## config.mk

```make
export PLATFORM = sky130hd
export DESIGN_NAME = pc_sequencer
export DESIGN_NICKNAME = d
export VERILOG_FILES = /design/src/rtl/pc_sequencer.sv
export SDC_FILE = /design/constraint.sdc
export NUM_CORES = 1
export LEC_CHECK = 0
export ABC_AREA = 1
export BUFFER_PORTS_ARGS = -buffer_cell sky130_fd_sc_hd__clkbuf_2
export CORE_ASPECT_RATIO = 1.1
export CORE_MARGIN = 2
export CORE_UTILIZATION = 50
export CTS_CLUSTER_DIAMETER = 30
export DETAILED_ROUTE_END_ITERATION = 16
export PLACE_DENSITY_LB_ADDON = 0.3
export SLEW_MARGIN = 10
export SYNTH_ARGS = -nofsm -noshare
export SYNTH_HDL_FRONTEND = slang
export SYNTH_SLANG_ARGS = --single-unit
```

## constraint.sdc

```tcl
create_clock -name clk -period 3.2 [get_ports clk]
set_input_delay 0.48 -clock clk [delete_from_list [all_inputs] [get_ports clk]]
set_output_delay 0.48 -clock clk [all_outputs]
set_load 0.02 [all_outputs]
```

## src/rtl/pc_sequencer.sv

```systemverilog
`default_nettype none
// ============================================================================
//  Module   : pc_sequencer
//  Brief    : Next-PC selection for branches, CALL and RET with a circular
//             return-address stack; memory return value used when it is empty.
//  Revision : 1.0
// ============================================================================
module pc_sequencer #(
  parameter int               WIDTH     = 32,
  parameter int               RAS_DEPTH = 8,
  parameter logic [WIDTH-1:0] RESET_PC  = '0
) (
  input  logic             clk,
  input  logic             rst,
  input  logic             en,
  input  logic [2:0]       branch_op,
  input  logic [2:0]       stack_op,
  input  logic [WIDTH-1:0] target,
  input  logic [WIDTH-1:0] cond_val,
  input  logic [WIDTH-1:0] mem_ret,
  input  logic             ras_flush,
  output logic [WIDTH-1:0] pc_out,
  output logic             taken,
  output logic             ras_empty,
  output logic             ras_full,
  output logic             ras_overflow,
  output logic             ras_underflow,
  output logic             illegal_op
);

  localparam int c_ptr_w = $clog2(RAS_DEPTH);
  localparam int c_cnt_w = $clog2(RAS_DEPTH + 1);
  localparam logic [c_cnt_w-1:0] c_cnt_full = c_cnt_w'(RAS_DEPTH);

  localparam logic [2:0] c_br_none = 3'b000;
  localparam logic [2:0] c_br_br   = 3'b001;
  localparam logic [2:0] c_br_bpl  = 3'b010;
  localparam logic [2:0] c_br_bmi  = 3'b011;
  localparam logic [2:0] c_br_bz   = 3'b100;
  localparam logic [2:0] c_br_bnz  = 3'b101;

  localparam logic [2:0] c_st_call = 3'b011;
  localparam logic [2:0] c_st_ret  = 3'b100;

  logic [WIDTH-1:0]   r_pc;
  logic               r_taken;
  logic [c_cnt_w-1:0] r_count;
  logic [c_ptr_w-1:0] r_top;
  logic [WIDTH-1:0]   r_ras [RAS_DEPTH];
  logic               r_overflow;
  logic               r_underflow;
  logic               r_illegal;

  logic [WIDTH-1:0]   w_seq;
  logic               w_cond;
  logic               w_cond_zero;
  logic               w_cond_neg;
  logic               w_br_illegal;
  logic [c_cnt_w-1:0] w_cnt_eff;
  logic [c_ptr_w-1:0] w_top_eff;
  logic [c_ptr_w-1:0] w_top_inc;
  logic [c_ptr_w-1:0] w_top_dec;
  logic [WIDTH-1:0]   w_pc_nxt;
  logic               w_taken_nxt;
  logic [c_cnt_w-1:0] w_count_nxt;
  logic [c_ptr_w-1:0] w_top_nxt;
  logic               w_push;
  logic               w_set_ovf;
  logic               w_set_unf;

  // Signed condition evaluation on cond_val
  always_comb begin
    w_cond_zero  = (cond_val == '0);
    w_cond_neg   = cond_val[WIDTH-1];
    w_cond       = 1'b0;
    w_br_illegal = 1'b0;
    case (branch_op)
      c_br_br:  w_cond = 1'b1;
      c_br_bpl: w_cond = !w_cond_neg && !w_cond_zero;
      c_br_bmi: w_cond = w_cond_neg;
      c_br_bz:  w_cond = w_cond_zero;
      c_br_bnz: w_cond = !w_cond_zero;
      c_br_none: w_cond = 1'b0;
      default:  w_br_illegal = 1'b1;
    endcase
  end

  // A flush in the same cycle makes the RAS look empty to the current op
  always_comb begin
    w_seq     = r_pc + WIDTH'(1);
    w_cnt_eff = ras_flush ? '0 : r_count;
    w_top_eff = ras_flush ? '0 : r_top;
    w_top_inc = w_top_eff + c_ptr_w'(1);
    w_top_dec = w_top_eff - c_ptr_w'(1);

    w_pc_nxt    = w_seq;
    w_taken_nxt = 1'b0;
    w_count_nxt = w_cnt_eff;
    w_top_nxt   = w_top_eff;
    w_push      = 1'b0;
    w_set_ovf   = 1'b0;
    w_set_unf   = 1'b0;

    if (branch_op != c_br_none) begin
      if (!w_br_illegal) begin
        w_taken_nxt = w_cond;
        w_pc_nxt    = w_cond ? target : w_seq;
      end
    end else begin
      case (stack_op)
        c_st_call: begin
          w_pc_nxt    = target;
          w_taken_nxt = 1'b1;
          w_push      = 1'b1;
          w_top_nxt   = w_top_inc;
          // When full the oldest slot is the one overwritten; count saturates
          if (w_cnt_eff == c_cnt_full) begin
            w_set_ovf = 1'b1;
          end else begin
            w_count_nxt = w_cnt_eff + c_cnt_w'(1);
          end
        end
        c_st_ret: begin
          w_taken_nxt = 1'b1;
          if (w_cnt_eff != '0) begin
            w_pc_nxt    = r_ras[w_top_eff];
            w_top_nxt   = w_top_dec;
            w_count_nxt = w_cnt_eff - c_cnt_w'(1);
          end else begin
            w_pc_nxt  = mem_ret;
            w_set_unf = 1'b1;
          end
        end
        default: begin
          w_pc_nxt    = w_seq;
          w_taken_nxt = 1'b0;
        end
      endcase
    end
  end

  always_ff @(posedge clk or negedge rst) begin
    if (!rst) begin
      r_pc        <= RESET_PC;
      r_taken     <= 1'b0;
      r_count     <= '0;
      r_top       <= '0;
      r_overflow  <= 1'b0;
      r_underflow <= 1'b0;
      r_illegal   <= 1'b0;
    end else if (en) begin
      r_pc        <= w_pc_nxt;
      r_taken     <= w_taken_nxt;
      r_count     <= w_count_nxt;
      r_top       <= w_top_nxt;
      r_overflow  <= r_overflow  | w_set_ovf;
      r_underflow <= r_underflow | w_set_unf;
      r_illegal   <= r_illegal   | w_br_illegal;
    end
  end

  // Entry storage carries no reset; only count/top define validity
  always_ff @(posedge clk) begin
    if (rst && en && w_push) begin
      r_ras[w_top_inc] <= w_seq;
    end
  end

  assign pc_out        = r_pc;
  assign taken         = r_taken;
  assign ras_empty     = (r_count == '0);
  assign ras_full      = (r_count == c_cnt_full);
  assign ras_overflow  = r_overflow;
  assign ras_underflow = r_underflow;
  assign illegal_op    = r_illegal;

endmodule
`default_nettype wire

```

==> summary.txt, run 1 <==
Place
  • Standard cell area after detailed placement: 16100 sq um
  • Routability-driven placement congestion ratio: 1.00
  • Half-perimeter wire length after placement: 29.4 mm
  • IO Port Bufs: 143

Critical path
  • Setup slack of the worst register-to-register path: 0.65 ns
  • Worst flop-to-flop path startpoint: pc_out[0]
  • CP startpoint: pc_out[0]
  • Startpoint kind of the worst setup timing path: flip-flop
  • Type of destination of the critical path: flip-flop
  • Critical path type: flip-flop to flip-flop
  • Worst path arrival time: 2.77 ns
  • Data required time at the worst endpoint: about 3.4 ns
  • Worst-path maximum fanout: 9
  • Crit path to: r_ras[2][22]
  • End of the worst register-to-register path: r_ras[2][22]
  • Worst-case reg-to-reg path depth: 7

Yosys
  • Yosys warnings: 0
  • Net count after synthesis: 1733
  • Mapped Cells: 1622
  • Post-synth design cell area: 14700 sq um
  • Synthesis-stage register bit count: roughly 300
  • Post-synth top cells: sky130_fd_sc_hd__nand2_1 (573), sky130_fd_sc_hd__edfxtp_1 (256), sky130_fd_sc_hd__nand3_1 (240)
  • Most area-consuming cells after synthesis: sky130_fd_sc_hd__edfxtp_1 (52%), sky130_fd_sc_hd__nand2_1 (15%), sky130_fd_sc_hd__nand3_1 (8.1%)
  • Avg Inst Size Synth: 9.09 sq um
  • Sequential fraction of the synthesis area: 59.4%
  • Post-synthesis cell type with the largest combined area: sky130_fd_sc_hd__edfxtp_1
  • Library cells used by synthesis: 44
  • Most used standard cell by instance count after synthesis: sky130_fd_sc_hd__nand2_1
  • Primary flip-flop cell chosen by synthesis mapping: sky130_fd_sc_hd__edfxtp_1
  • Top-area cell type share of the netlist area: 52.1%
  • Number of flops mapped to enable cells by yosys: 256
  • Share of synthesized flip-flops with an asynchronous set or reset: approximately 14%

STA
  • Unrepaired setup endpoints after global routing: no
  • Hold slack final: between 0.07 and 0.08 ns
  • Worst-Margin Slew: 1.05 ns
  • Min Clock Period, post-route: 2.55 ns
  • Fmax: 393 MHz
  • Layout Skew: roughly 0.017 ns
  • Fraction of the cycle the final worst path needs: 79.6%
  • Count of final max-slew check failures: 0
  • Final setup fails: 0
  • Final hold viol count: 0
  • Slew headroom: 30.0%

Clocking
  • CTS buffer count: 53
  • Clock transition time at the flip-flop clock pins of the worst setup and hold paths: 0.05 ns
  • Number of buffers on the longest clock path: 3
  • CTS H-tree depth: 2
  • # clock sinks: 299
  • Clk Latency, worst-skew pair: around 0.57 ns
  • Clock root cell: sky130_fd_sc_hd__clkbuf_16
  • Post-CTS Repair Setup Buffers: 0
  • CTS tree: yes
  • Post-cts gate resize count: 0
  • Cts-stage hold buffer count: 0

Global routing
  • Global-route total usage across every layer: 29.9%
  • Number of antenna violations at the first check in global routing: 1
  • Largest net degree at the start of global routing: 100
  • Number of global-route vias before repair: around 12000
  • GRT overflow: 0
  • Wire length of the first global-routing pass: 69.9 mm

Layout
  • Final #Nets: 1898
  • Final design instance area without fill: about 18000 sq um
  • Layout-stage area growth over the synthesis result: 21.7%
  • Count of inserted antenna diode cells: 0
  • Share of final-layout standard cells stronger than drive strength 1: 18.6%
  • FILL cells: 2286

Worst hold path
  • Path category of the worst min-delay check: input pin to asynchronous set/reset pin

Detailed routing
  • Remaining design rule violation count: 0
  • Final WL: 45.7 mm
  • Residual antenna-violating net count after detailed routing: 0
  • Initial DRC Count: 1420
  • Pre-antenna DRT Iters: 6
  • Number of vias after detailed routing: approximately 13000
  • Average detailed-routed wire length per instance: 20.8 um
  • Routed vias/inst: 5.71

Floorplanning
  • Initial core utilization: about half
  • Row count: 65
  • Top-level port count: 144
  • Die W: roughly 170 um
  • Die span in y: ~180 um
  • Area of the core: 28900 sq um
  • DIE AREA: 30900 sq um

Pwr
  • Sum of internal, switching and leakage power: 12000 uW
  • Power density of the placed cells: approximately 670 nW/um^2
  • Leakage power: 0.00760 uW
  • IR drop worst, VDD: 0.000494 V

Status
  • Result of the run: completed

Run
  • Max-cap viol count: 0
## state kept, by name, indices dropped and copies added, names as in the netlist
name,count
pc_out,32
r_ras,256
illegal_op,1
ras_underflow,1
taken,1
r_count,4
ras_overflow,1
r_top,3
## report_power, final
part	leakage [uW]	internal, uW	switching [uW]
sequential	0.00282	4480	153
clock	0.000886	3840	2040
combinational	0.00390	397	1070
## logic make-up (layout without fill, tap and decap cells)
kind of cell,after synthesis,in the layout,share of synthesized area (%)
and+or+nand+nor,1025,1025,30.3
buffers and inverters,185,394,5.25
AOI/OAI and AO/OA,91,91,3.44
adders and majority gates,5,5,0.424
DFF,299,299,59.4
xor gates and xnor gates,17,17,1.11
## how the worst min path moves through the flow
stage,to,startpoint,slack [ns],cells after the start
after floorplan,illegal_op,rst,0.18,0
final,pc_out[14],rst,0.07,2
after CTS,pc_out[11],rst,0.11,2
after global placement,illegal_op,illegal_op,0.46,1
after detailed placement,illegal_op,illegal_op,0.47,1
after global routing,pc_out[11],rst,0.14,2
## through the flow
step / cells / setup TNS [ns] / util (%) / setup slack [ns]
floorplan: 1622 / -37.13 / - / -0.174
global placement: 2100 / 0 / 55.6 / 0.546
detailed placement: 2100 / 0 / 55.6 / 0.469
CTS: 2199 / 0 / 62.1 / 0.743
global route: 2199 / 0 / 62.1 / 0.523
finish: 2199 / 0 / 62.1 / 0.654
## metal layers
layer | up-vias | wire (um) | track usage (%)
met2 | 729 | 20900 | 47.4
met3 | 105 | 5100 | 6.64
met4 | 0 | 1760 | 12.9
li1 | 5782 | - | -
met1 | 5946 | 17900 | 40.0
met5 | - | 0 | 0
## area by class of cell
cell class	instances	area [sq um]	area share [%]
Sequential cell	299	8760	48.8
Multi-Input combinational cell	1138	5270	29.4
Clock buffer	57	1360	7.59
Timing Repair Buffer	187	1160	6.46
Clock inverter	42	520	2.90
Tap cell	368	460	2.57
Inverter	108	408	2.27
## critical path, cell delays in order (launching register included)
cell and delay [ns]:
sky130_fd_sc_hd__dfrtp_1 0.48, sky130_fd_sc_hd__ha_1 0.27, sky130_fd_sc_hd__nand3_2 0.16, sky130_fd_sc_hd__nor2_4 0.17
sky130_fd_sc_hd__nand2_4 0.09, sky130_fd_sc_hd__nor2_8 0.16, sky130_fd_sc_hd__nand3_1 0.13, sky130_fd_sc_hd__xnor2_1 0.76
## placed cells by master, fill, tap and decap left out, types with 27 or more instances in the layout
| cell | netlist | routed |
|---|---|---|
| sky130_fd_sc_hd__dfrtp_1 | 43 | 43 |
| sky130_fd_sc_hd__a21oi_1 | 33 | 32 |
| sky130_fd_sc_hd__clkbuf_16 | 0 | 53 |
| sky130_fd_sc_hd__edfxtp_1 | 256 | 256 |
| sky130_fd_sc_hd__nand3_1 | 240 | 240 |
| sky130_fd_sc_hd__inv_1 | 100 | 100 |
| sky130_fd_sc_hd__clkbuf_2 | 0 | 143 |
| sky130_fd_sc_hd__buf_4 | 2 | 35 |
| sky130_fd_sc_hd__nand2_1 | 573 | 573 |
| sky130_fd_sc_hd__nand4_1 | 27 | 27 |
| sky130_fd_sc_hd__nor2_1 | 132 | 124 |
Note: power is estimated with default switching activity, not from simulation.
==> inputs of run 2 (changes only) <==
==> constraint.sdc (replaced) <==
create_clock -name clk -period 2.6 [get_ports clk]
set_input_delay 0.39 -clock clk [delete_from_list [all_inputs] [get_ports clk]]
set_output_delay 0.39 -clock clk [all_outputs]
set_load 0.02 [all_outputs]
==> run 2 against run 1 <==
Critical path depth rose by 9. Count of clock-buffer cells in the layout fell by 13. Global-route usage fell by 1.3 points. Non-clock buffer count rose by 24. Die area did not move. Sequential power rose by 22%. Sequential cell count did not move. Clock power fell by 0.7%. Register-to-register slack got worse by 0.34 ns. Final cell count rose by 0.27%.
==> summary.txt, run 2 (synthesized netlist as in run 1, its figures left out) <==
Status
  • Result of the run: completed (unchanged)

Global routing
  • Wire length of the first global-routing pass: 67.1 mm (was 69.9 mm)
  • GRT overflow: 0 (unchanged)
  • Number of global-route vias before repair: 12000 (about the same)
  • Number of antenna violations at the first check in global routing: 0 (was 1)
  • Largest net degree at the start of global routing: 70 (was 100)
  • Global-route total usage across every layer: 28.6% (was 29.9%)

Clocking
  • CTS buffer count: 44 (was 53)
  • CTS H-tree depth: 2 (unchanged)
  • Clk Latency, worst-skew pair: 0.54 ns (was 0.57 ns)
  • # clock sinks: 299 (unchanged)
  • Clock root cell: sky130_fd_sc_hd__clkbuf_16 (unchanged)
  • Number of buffers on the longest clock path: 3 (unchanged)
  • Post-cts gate resize count: 0 (unchanged)
  • Cts-stage hold buffer count: 0 (unchanged)
  • Post-CTS Repair Setup Buffers: 0 (unchanged)
  • CTS tree: yes (unchanged)
  • Clock transition time at the flip-flop clock pins of the worst setup and hold paths: 0.05 ns (about the same)

Pwr
  • Leakage power: 0.00757 uW (was 0.00760 uW)
  • IR drop worst, VDD: 0.000670 V (was 0.000494 V)
  • Sum of internal, switching and leakage power: 13400 uW (was 12000 uW)
  • Power density of the placed cells: 753 nW/um^2 (was 668 nW/um^2)

STA
  • Worst path setup slack after routing: 0.311 ns (was 0.654 ns)
  • Hold slack final: 0.0468 ns (was 0.0736 ns)
  • Unrepaired setup endpoints after global routing: no (unchanged)
  • Worst-Margin Slew: 0.637 ns (was 1.05 ns)
  • Slew headroom: 57.5% (was 30.0%)
  • Count of final max-slew check failures: 0 (unchanged)
  • Final hold viol count: 0 (unchanged)
  • Layout Skew: 0.0143 ns (was 0.0172 ns)
  • Final setup fails: 0 (unchanged)
  • Fraction of the cycle the final worst path needs: 88.0% (was 79.6%)
  • Min Clock Period, post-route: 2.29 ns (was 2.55 ns)
  • Fmax: 437 MHz (was 393 MHz)

Critical path
  • End of the worst register-to-register path: pc_out[13] (was r_ras[2][22])
  • Cell type with the highest occurrence count on the critical path: sky130_fd_sc_hd__nand2_1
  • Worst-case reg-to-reg path depth: 16 (was 7)
  • CP top delay family: simple AND/OR/NAND/NOR gates (was XOR/XNOR gates)
  • Startpoint kind of the worst setup timing path: flip-flop (unchanged)
  • Worst flop-to-flop path startpoint: r_count[0] (was pc_out[0])
  • Setup slack of the worst register-to-register path: 0.31 ns (was 0.65 ns)
  • Highest cell delay on the worst timing path: 0.40 ns (was 0.76 ns)
  • Data required time at the worst endpoint: 3.07 ns (was 3.42 ns)
  • Levels on crit path: 16 (was 7)
  • Worst-path maximum fanout: 23 (was 9)
  • Number of buffer and inverter stages on the critical path: 4 (was 0)
  • Critical path type: flip-flop to flip-flop (unchanged)
  • Crit path to: pc_out[13] (was r_ras[2][22])
  • Worst path arrival time: 2.76 ns (was 2.77 ns)
  • CP startpoint: r_count[0] (was pc_out[0])
  • Crit-path slowest cell: sky130_fd_sc_hd__dfrtp_1 (was sky130_fd_sc_hd__xnor2_1)
  • Type of destination of the critical path: flip-flop (unchanged)
  • Crit-path cells: inv_1 -> nor2_1 -> inv_1 -> ha_1 -> nand2_2 -> nor2_4 -> nand2_2 -> inv_2 -> nand2_1 -> nand2_1 -> inv_1 -> nand2_1 -> nand2_1 -> nand3_1 -> nand2_1 -> nand2_1 (was ha_1 -> nand3_2 -> nor2_4 -> nand2_4 -> nor2_8 -> nand3_1 -> xnor2_1)

Floorplanning
  • Initial core utilization: 51.1% (unchanged)
  • Area of the core: 28900 sq um (unchanged)
  • Die span in y: 184 um (unchanged)
  • Top-level port count: 144 (unchanged)
  • DIE AREA: 30900 sq um (unchanged)
  • Row count: 65 (unchanged)
  • Die W: 168 um (unchanged)

Layout
  • Layout-stage area growth over the synthesis result: 20.7% (was 21.7%)
  • Share of final-layout standard cells stronger than drive strength 1: 18.8% (was 18.6%)
  • FILL cells: 2280 (was 2286)
  • Number of flip-flops in the largest register: 256 (unchanged)
  • Register containing the most flip-flops in the final layout: r_ras (unchanged)
  • Count of inserted antenna diode cells: 0 (unchanged)
  • Number of non-filler instances in the completed layout: 2205 (was 2199)
  • Final #Nets: 1913 (was 1898)
  • Leading cell type in the layout, fill and taps excluded: sky130_fd_sc_hd__nand2_1 (unchanged)
  • Most frequent cells in the layout: sky130_fd_sc_hd__nand2_1 (573), sky130_fd_sc_hd__edfxtp_1 (256), sky130_fd_sc_hd__nand3_1 (240) (unchanged)

Detailed routing
  • Routed vias/inst: 5.61 (was 5.71)
  • Average detailed-routed wire length per instance: 19.8 um (was 20.8 um)
  • Number of vias after detailed routing: 12400 (was 12600)
  • Remaining design rule violation count: 0 (unchanged)
  • Initial DRC Count: 1277 (was 1420)
  • Final WL: 43.7 mm (was 45.7 mm)
  • Pre-antenna DRT Iters: 6 (unchanged)
  • Residual antenna-violating net count after detailed routing: 0 (unchanged)

Place
  • Worst setup slack after placement: 0.191 ns (was 0.469 ns)
  • Routability-driven placement congestion ratio: 0.995 (was 1.00)
  • Placed Instances: 2124 (was 2100)
  • Half-perimeter wire length after placement: 29.0 mm (was 29.4 mm)
  • IO Port Bufs: 143 (unchanged)

Worst hold path
  • Path category of the worst min-delay check: input pin to asynchronous set/reset pin (unchanged)

Run
  • Max-cap viol count: 0 (unchanged)
==> run 2: worst min-delay path by stage <==
stage                     cells past startpoint    endpoint       start  slack, ns
final                                         2  pc_out[14]         rst       0.05
after global routing                          2  pc_out[14]         rst       0.09
after CTS                                     2  illegal_op         rst       0.07
after detailed placement                      1  illegal_op  illegal_op       0.47
after global placement                        1  illegal_op  illegal_op       0.46
after floorplan                               0  illegal_op         rst       0.09
==> run 2: layer usage <==
| layer | part of all wire (%) | wire (um) | vias up | track usage (%) |
|---|---|---|---|---|
| li1 | - | - | 5803 | - |
| met1 | 39 | 17200 | 5791 | 37.8 |
| met2 | 47 | 20400 | 667 | 46.6 |
| met3 | 9.5 | 4150 | 102 | 4.68 |
| met4 | 4.4 | 1930 | 0 | 13.3 |
| met5 | 0 | 0 | - | 0 |
==> run 2: area by class of cell <==
class	instances	area [sq um]	share of cell area, %
clock inverter	37	370	2.08
timing repair buffer	211	1430	8.01
multi-input combinational	1138	5270	29.6
sequential	299	8760	49.2
inverter	108	408	2.29
tap	368	460	2.59
clock buffer	44	1100	6.19
==> run 2: power breakdown <==
group	switching (uW)	internal, uW	leakage (uW)	total [uW]
combinational	1310	575	0.00405	1890
clock	2340	3500	0.000708	5840
sequential	172	5510	0.00282	5680
total	3820	9590	0.00757	13400
==> run 2: per-stage QoR <==
stage	util, %	cell area, sq um	TNS [ns]
global placement	56.5	16300	0
CTS	61.6	17800	0
finish	61.6	17800	0
global route	61.6	17800	0
detailed placement	56.5	16300	0
floorplan	-	14800	-22.71
